--- src/rtl/sort7_frame_collector.sv ---
`default_nettype none
// ============================================================================
// Module      : sort7_frame_collector
// Description : Upstream feeder for the 7-input sorting network. Collects a
//               valid/ready byte stream into 7-entry frames using two
//               ping-pong buffers. Each complete frame is presented in
//               parallel on o_a..o_g with a valid/ready handshake. A short
//               frame (closed by i_in_last) is padded with PAD_VALUE.
// Ports       : clk, rst            clock, synchronous active-high reset
//               i_in_data/valid/last, o_in_ready   input stream handshake
//               o_a..o_g, o_out_count, o_out_valid, i_out_ready  frame output
// Revision    : 1.0  initial release
// ============================================================================
module sort7_frame_collector #(
    parameter int                DATA_W    = 8,
    parameter logic [DATA_W-1:0] PAD_VALUE = 8'hFF
) (
    input  logic              clk,
    input  logic              rst,
    input  logic [DATA_W-1:0] i_in_data,
    input  logic              i_in_valid,
    input  logic              i_in_last,
    output logic              o_in_ready,
    output logic [DATA_W-1:0] o_a,
    output logic [DATA_W-1:0] o_b,
    output logic [DATA_W-1:0] o_c,
    output logic [DATA_W-1:0] o_d,
    output logic [DATA_W-1:0] o_e,
    output logic [DATA_W-1:0] o_f,
    output logic [DATA_W-1:0] o_g,
    output logic [2:0]        o_out_count,
    output logic              o_out_valid,
    input  logic              i_out_ready
);

    localparam int       c_NUM_SLOTS = 7;
    localparam logic [2:0] c_LAST_IDX = 3'd6;

    typedef enum logic [1:0] {
        ST_EMPTY   = 2'd0,
        ST_FILLING = 2'd1,
        ST_FULL    = 2'd2
    } buf_state_t;

    buf_state_t r_state [0:1];
    logic [2:0] r_cnt   [0:1];
    logic       r_wr_sel;       // buffer currently being filled
    logic       r_rd_sel;       // buffer presented on the output (head)
    logic [2:0] r_idx;          // next slot to write in the fill buffer

    logic                                w_in_ready;
    logic                                w_accept;
    logic                                w_close;
    logic                                w_out_valid;
    logic                                w_xfer;
    logic [c_NUM_SLOTS-1:0][DATA_W-1:0]  w_head;

    // Depends only on registered state (plus reset), never on i_out_ready.
    // The fill buffer is full only when both buffers hold complete frames.
    assign w_in_ready  = !rst && (r_state[r_wr_sel] != ST_FULL);
    assign w_accept    = i_in_valid && w_in_ready;
    assign w_close     = w_accept && (i_in_last || (r_idx == c_LAST_IDX));
    assign w_out_valid = (r_state[r_rd_sel] == ST_FULL);
    assign w_xfer      = w_out_valid && i_out_ready;

    // Buffer bookkeeping. A transfer and an accept can never target the same
    // buffer: the head must be FULL to transfer, the fill buffer must not be
    // FULL to accept, so both updates are applied independently.
    always_ff @(posedge clk) begin
        if (rst) begin
            r_state[0] <= ST_EMPTY;
            r_state[1] <= ST_EMPTY;
            r_cnt[0]   <= 3'd0;
            r_cnt[1]   <= 3'd0;
            r_wr_sel   <= 1'b0;
            r_rd_sel   <= 1'b0;
            r_idx      <= 3'd0;
        end else begin
            if (w_xfer) begin
                r_state[r_rd_sel] <= ST_EMPTY;
                r_rd_sel          <= ~r_rd_sel;
            end
            if (w_accept) begin
                if (w_close) begin
                    r_state[r_wr_sel] <= ST_FULL;
                    r_cnt[r_wr_sel]   <= r_idx + 3'd1;
                    r_wr_sel          <= ~r_wr_sel;
                    r_idx             <= 3'd0;
                end else begin
                    r_state[r_wr_sel] <= ST_FILLING;
                    r_idx             <= r_idx + 3'd1;
                end
            end
        end
    end

    // Per-slot storage for both buffers. On close, every slot above the
    // closing index is overwritten with the pad value so stale bytes from an
    // earlier frame never leak into a short frame.
    for (genvar s = 0; s < c_NUM_SLOTS; s++) begin : g_slot
        logic [DATA_W-1:0] r_slot [0:1];

        always_ff @(posedge clk) begin
            if (w_accept) begin
                if (r_idx == 3'(s)) begin
                    r_slot[r_wr_sel] <= i_in_data;
                end else if (w_close && (r_idx < 3'(s))) begin
                    r_slot[r_wr_sel] <= PAD_VALUE;
                end
            end
        end

        assign w_head[s] = w_out_valid ? r_slot[r_rd_sel] : PAD_VALUE;
    end

    assign o_in_ready  = w_in_ready;
    assign o_out_valid = w_out_valid;
    assign o_out_count = w_out_valid ? r_cnt[r_rd_sel] : 3'd0;
    assign o_a         = w_head[0];
    assign o_b         = w_head[1];
    assign o_c         = w_head[2];
    assign o_d         = w_head[3];
    assign o_e         = w_head[4];
    assign o_f         = w_head[5];
    assign o_g         = w_head[6];

endmodule
`default_nettype wire
--- config.mk ---
export PLATFORM = sky130hd
export DESIGN_NAME = sort7_frame_collector
export DESIGN_NICKNAME = d
export VERILOG_FILES = /design/src/rtl/sort7_frame_collector.sv
export SDC_FILE = /design/constraint.sdc
export NUM_CORES = 1
export LEC_CHECK = 0
export CORE_ASPECT_RATIO = 1.5
export CORE_UTILIZATION = 59
export CTS_CLUSTER_DIAMETER = 80
export DETAILED_ROUTE_END_ITERATION = 16
export GPL_ROUTABILITY_DRIVEN = 0
export PLACE_DENSITY = 0.85
export SYNTH_ARGS = -nofsm -noshare
export SYNTH_HDL_FRONTEND = slang
export SYNTH_SLANG_ARGS = --single-unit
--- constraint.sdc ---
create_clock -name clk -period 6.03 [get_ports clk]
set_input_delay 0.9045 -clock clk [delete_from_list [all_inputs] [get_ports clk]]
set_output_delay 0.9045 -clock clk [all_outputs]
set_load 0.05 [all_outputs]
==> implementation parameters <==
Parameter                              Value

Floorplanning
  Chip width    81.0 um
  Ports    74
  Die outline area    0.00976 sq mm
  Die H    120 um
  FP Rows    42
  Initial Util    0.618
  Core box area    0.00893 sq mm

Critical path
  Path type of the worst setup path    in -> out
  Type of element launching the critical path    primary input
  Cell with the largest stage delay on the worst path    sky130_fd_sc_hd__clkdlybuf4s50_1
  WP data arrival    3.12 ns
  Critical path capture point type    output port
  Critical path, cell by cell    clkdlybuf4s50_1, or3_1, clkinv_2, clkdlybuf4s50_1
  Largest stage delay on the critical path    0.83 ns
  Required time at the worst-slack endpoint    5.13 ns
  Flop2flop setup slack    3.25 ns
  Category of cells accounting for the largest share of critical-path delay    buffers and inverters
  Most prevalent standard cell on the critical path    sky130_fd_sc_hd__clkdlybuf4s50_1
  Critical Path Fanout Max    11
  Combined buffer and inverter count along the critical path    3
  R2R cell count    4
  Reg-to-reg startpoint    r_idx[2]
  Endpoint of the most critical register-to-register path    g_slot[3].r_slot[0][3]

Hold path
  Hold_sp    r_rd_sel
  Number of cells on the worst hold path    2
  Class of the worst hold path    reg -> reg
  End of the worst hold path    r_rd_sel

Yosys
  Netlist area before placement    0.00552 sq mm
  Fraction of synthesis flops using an asynchronous set or reset pin    0
  Library cells used by synthesis    43
  Count of synthesis-stage warnings from yosys    0
  Number of nets produced by synthesis    474
  Register bit total from synthesis    129
  Post-Synthesis Cells    456
  Average cell area after synthesis    12.1 sq um
  Main flop type after synthesis    sky130_fd_sc_hd__edfxtp_1
  Fraction of the yosys area taken by sequential cells    0.689
  Number of enable-type register cells in the synthesized netlist    122

Clock tree
  Post-CTS setup buffer count    0
  Maximum clock path buffer count    2
  Clk pin slew, worst setup/hold paths    0.05 ns
  Cts repair resizes    0
  TritonCTS buffer count    17
  CTS tree    built
  Library cell used as clock root buffer    sky130_fd_sc_hd__clkbuf_16
  Number of hold-repair buffers added at the cts stage    0
  Clock sink total    129
  Clock network latency to the later pin of the worst-skew pair    0.41 ns
  H-Tree Level Count    4

Routing
  Number of violations reported at the end of detailed-routing iteration 0    407
  Average via count per standard cell    5.97
  Total detailed-routing wirelength    12700 um
  Total vias in the final route    3867
  Average wire length per cell after detail routing    19.6 um
  Detailed-routing iteration count for the pre-antenna-repair pass    6
  Final routed DRC violation total    0
  Post-route ant nets    0

Power and ir drop
  Standby leakage power    2.37 nW
  Peak supply drop    0.271 mV
  Power Dens Cells    339 mW/mm^2

STA
  Hold violation total from the final report    0
  Period utilisation layout    0.668
  Unrepaired setup endpoints after global routing    false
  Setup TNS    0 ns
  Setup violations, final    0
  Maximum clock frequency    0.248 GHz
  Min Tclk post-route    4.03 ns
  PnR worst setup slack    2.00 ns
  Worst setup skew after layout    0.00598 ns
  Measured slew at the worst slew-check pin    1.26 ns
  Worst slew margin relative to its limit    0.152
  Fin. max-slew vios    0

GRT
  Number of antenna violations at the first check in global routing    0
  First-pass GRT wire length    19800 um
  Overall fraction of global-route tracks in use    0.286
  Via count of the first global-routing pass    3846
  Maximum number of pins on one net before global-route repair    59
  Overflow left after global routing    0

Layout
  Number of diodes added for antenna fixing    0
  Area grow syn2layout    24.2%
  Most frequent standard cell in the layout excluding fill and tap cells    sky130_fd_sc_hd__edfxtp_1
  Layout Nets    543
  Top library cells by usage in the layout, fill and taps aside    sky130_fd_sc_hd__edfxtp_1 (122), sky130_fd_sc_hd__nand2_1 (105), sky130_fd_sc_hd__clkdlybuf4s50_1 (73), sky130_fd_sc_hd__o21ai_0 (45), sky130_fd_sc_hd__or2_2 (25)
  Fraction of layout instances using a drive strength above 1    0.112

Placement
  Worst-case setup slack after placement    2.06 ns
  Final HPWL DP    7830 um
  Number of I/O port buffers    73

Job
  Number of maximum-capacitance violations    0

Outcome
  Run status    finished clean
[area by class of cell]
cell class | instances | area [sq um]
inverters | 9 | 35.0
multi-input cells | 292 | 1580
clock inverters | 14 | 123
repair buffers | 76 | 753
clock buffers | 18 | 429
flip-flops and latches | 129 | 3800
fillers | 525 | 2080
well taps | 110 | 138
[how the worst max path moves through the flow]
stage | cells past startpoint | slack, ns | endpoint | startpoint
after detailed placement | 4 | 2.06 | o_in_ready | rst
final | 4 | 2.00 | o_in_ready | rst
after global placement | 4 | 2.11 | o_in_ready | rst
after global routing | 4 | 1.87 | o_out_valid | r_state[0][0]
after CTS | 4 | 2.01 | o_out_valid | r_state[0][0]
after floorplan | 6 | 3.27 | o_a[1] | flip-flop
[report_power, final]
part           internal, mW  switching (mW)
registers              1.01         0.00990
logic                 0.107           0.250
clock network         0.596           0.348
[per-stage QoR]
stage	hold WS [ns]	total power, mW	area, sq um	util	std cells
floorplan	0.516	1.27	5520	-	456
global placement	0.565	1.38	6310	0.706	616
CTS	0.603	2.32	6860	0.768	648
detailed placement	0.586	1.39	6310	0.706	616
finish	0.609	2.32	6860	0.768	648
global route	0.638	2.39	6860	0.768	648
[registers in the layout, summed over array words and instances (netlist names), named ones only]
name,flops
g_slot.r_slot,112
r_cnt,6
r_state,4
r_idx,3
r_rd_sel,1
r_wr_sel,1
[Yosys cell counts (5+ instances only)]
cell type	instances	area (sq um)
sky130_fd_sc_hd__ha_1	5	62.6
sky130_fd_sc_hd__or2_2	25	156
sky130_fd_sc_hd__o21ai_0	45	225
sky130_fd_sc_hd__clkbuf_1	20	75.1
sky130_fd_sc_hd__dfxtp_1	7	140
sky130_fd_sc_hd__nor2_1	24	90.1
sky130_fd_sc_hd__inv_1	8	30.0
sky130_fd_sc_hd__nand2_1	105	394
sky130_fd_sc_hd__nand3_1	6	30.0
sky130_fd_sc_hd__nand2b_1	24	150
sky130_fd_sc_hd__mux2i_1	15	150
sky130_fd_sc_hd__edfxtp_1	122	3660
[cell families (layout without fill, tap and decap cells)]
group	count (synthesis)	count (layout)	synth area share
buf+inv	35	117	0.0256
simple gates	210	210	0.182
mux	15	15	0.0272
compound gates	61	61	0.0635
xor+xnor	1	1	0.00159
flops	129	129	0.689
fa+ha+maj	5	5	0.0113
[layer usage]
| metal | track usage | vias up | share of wire |
|---|---|---|---|
| met4 | 0.143 | 0 | 0.041 |
| met3 | 0.0785 | 42 | 0.079 |
| met5 | 0 | - | 0 |
| met2 | 0.490 | 236 | 0.54 |
| met1 | 0.319 | 1837 | 0.34 |
| li1 | - | 1752 | - |
[worst min-delay path, cell delays in order (launching register included)]
cell and delay, ns:
sky130_fd_sc_hd__dfxtp_1 0.36, sky130_fd_sc_hd__xor2_1 0.10, sky130_fd_sc_hd__nor2_1 0.10
Power figures use the tool's default switching activity.
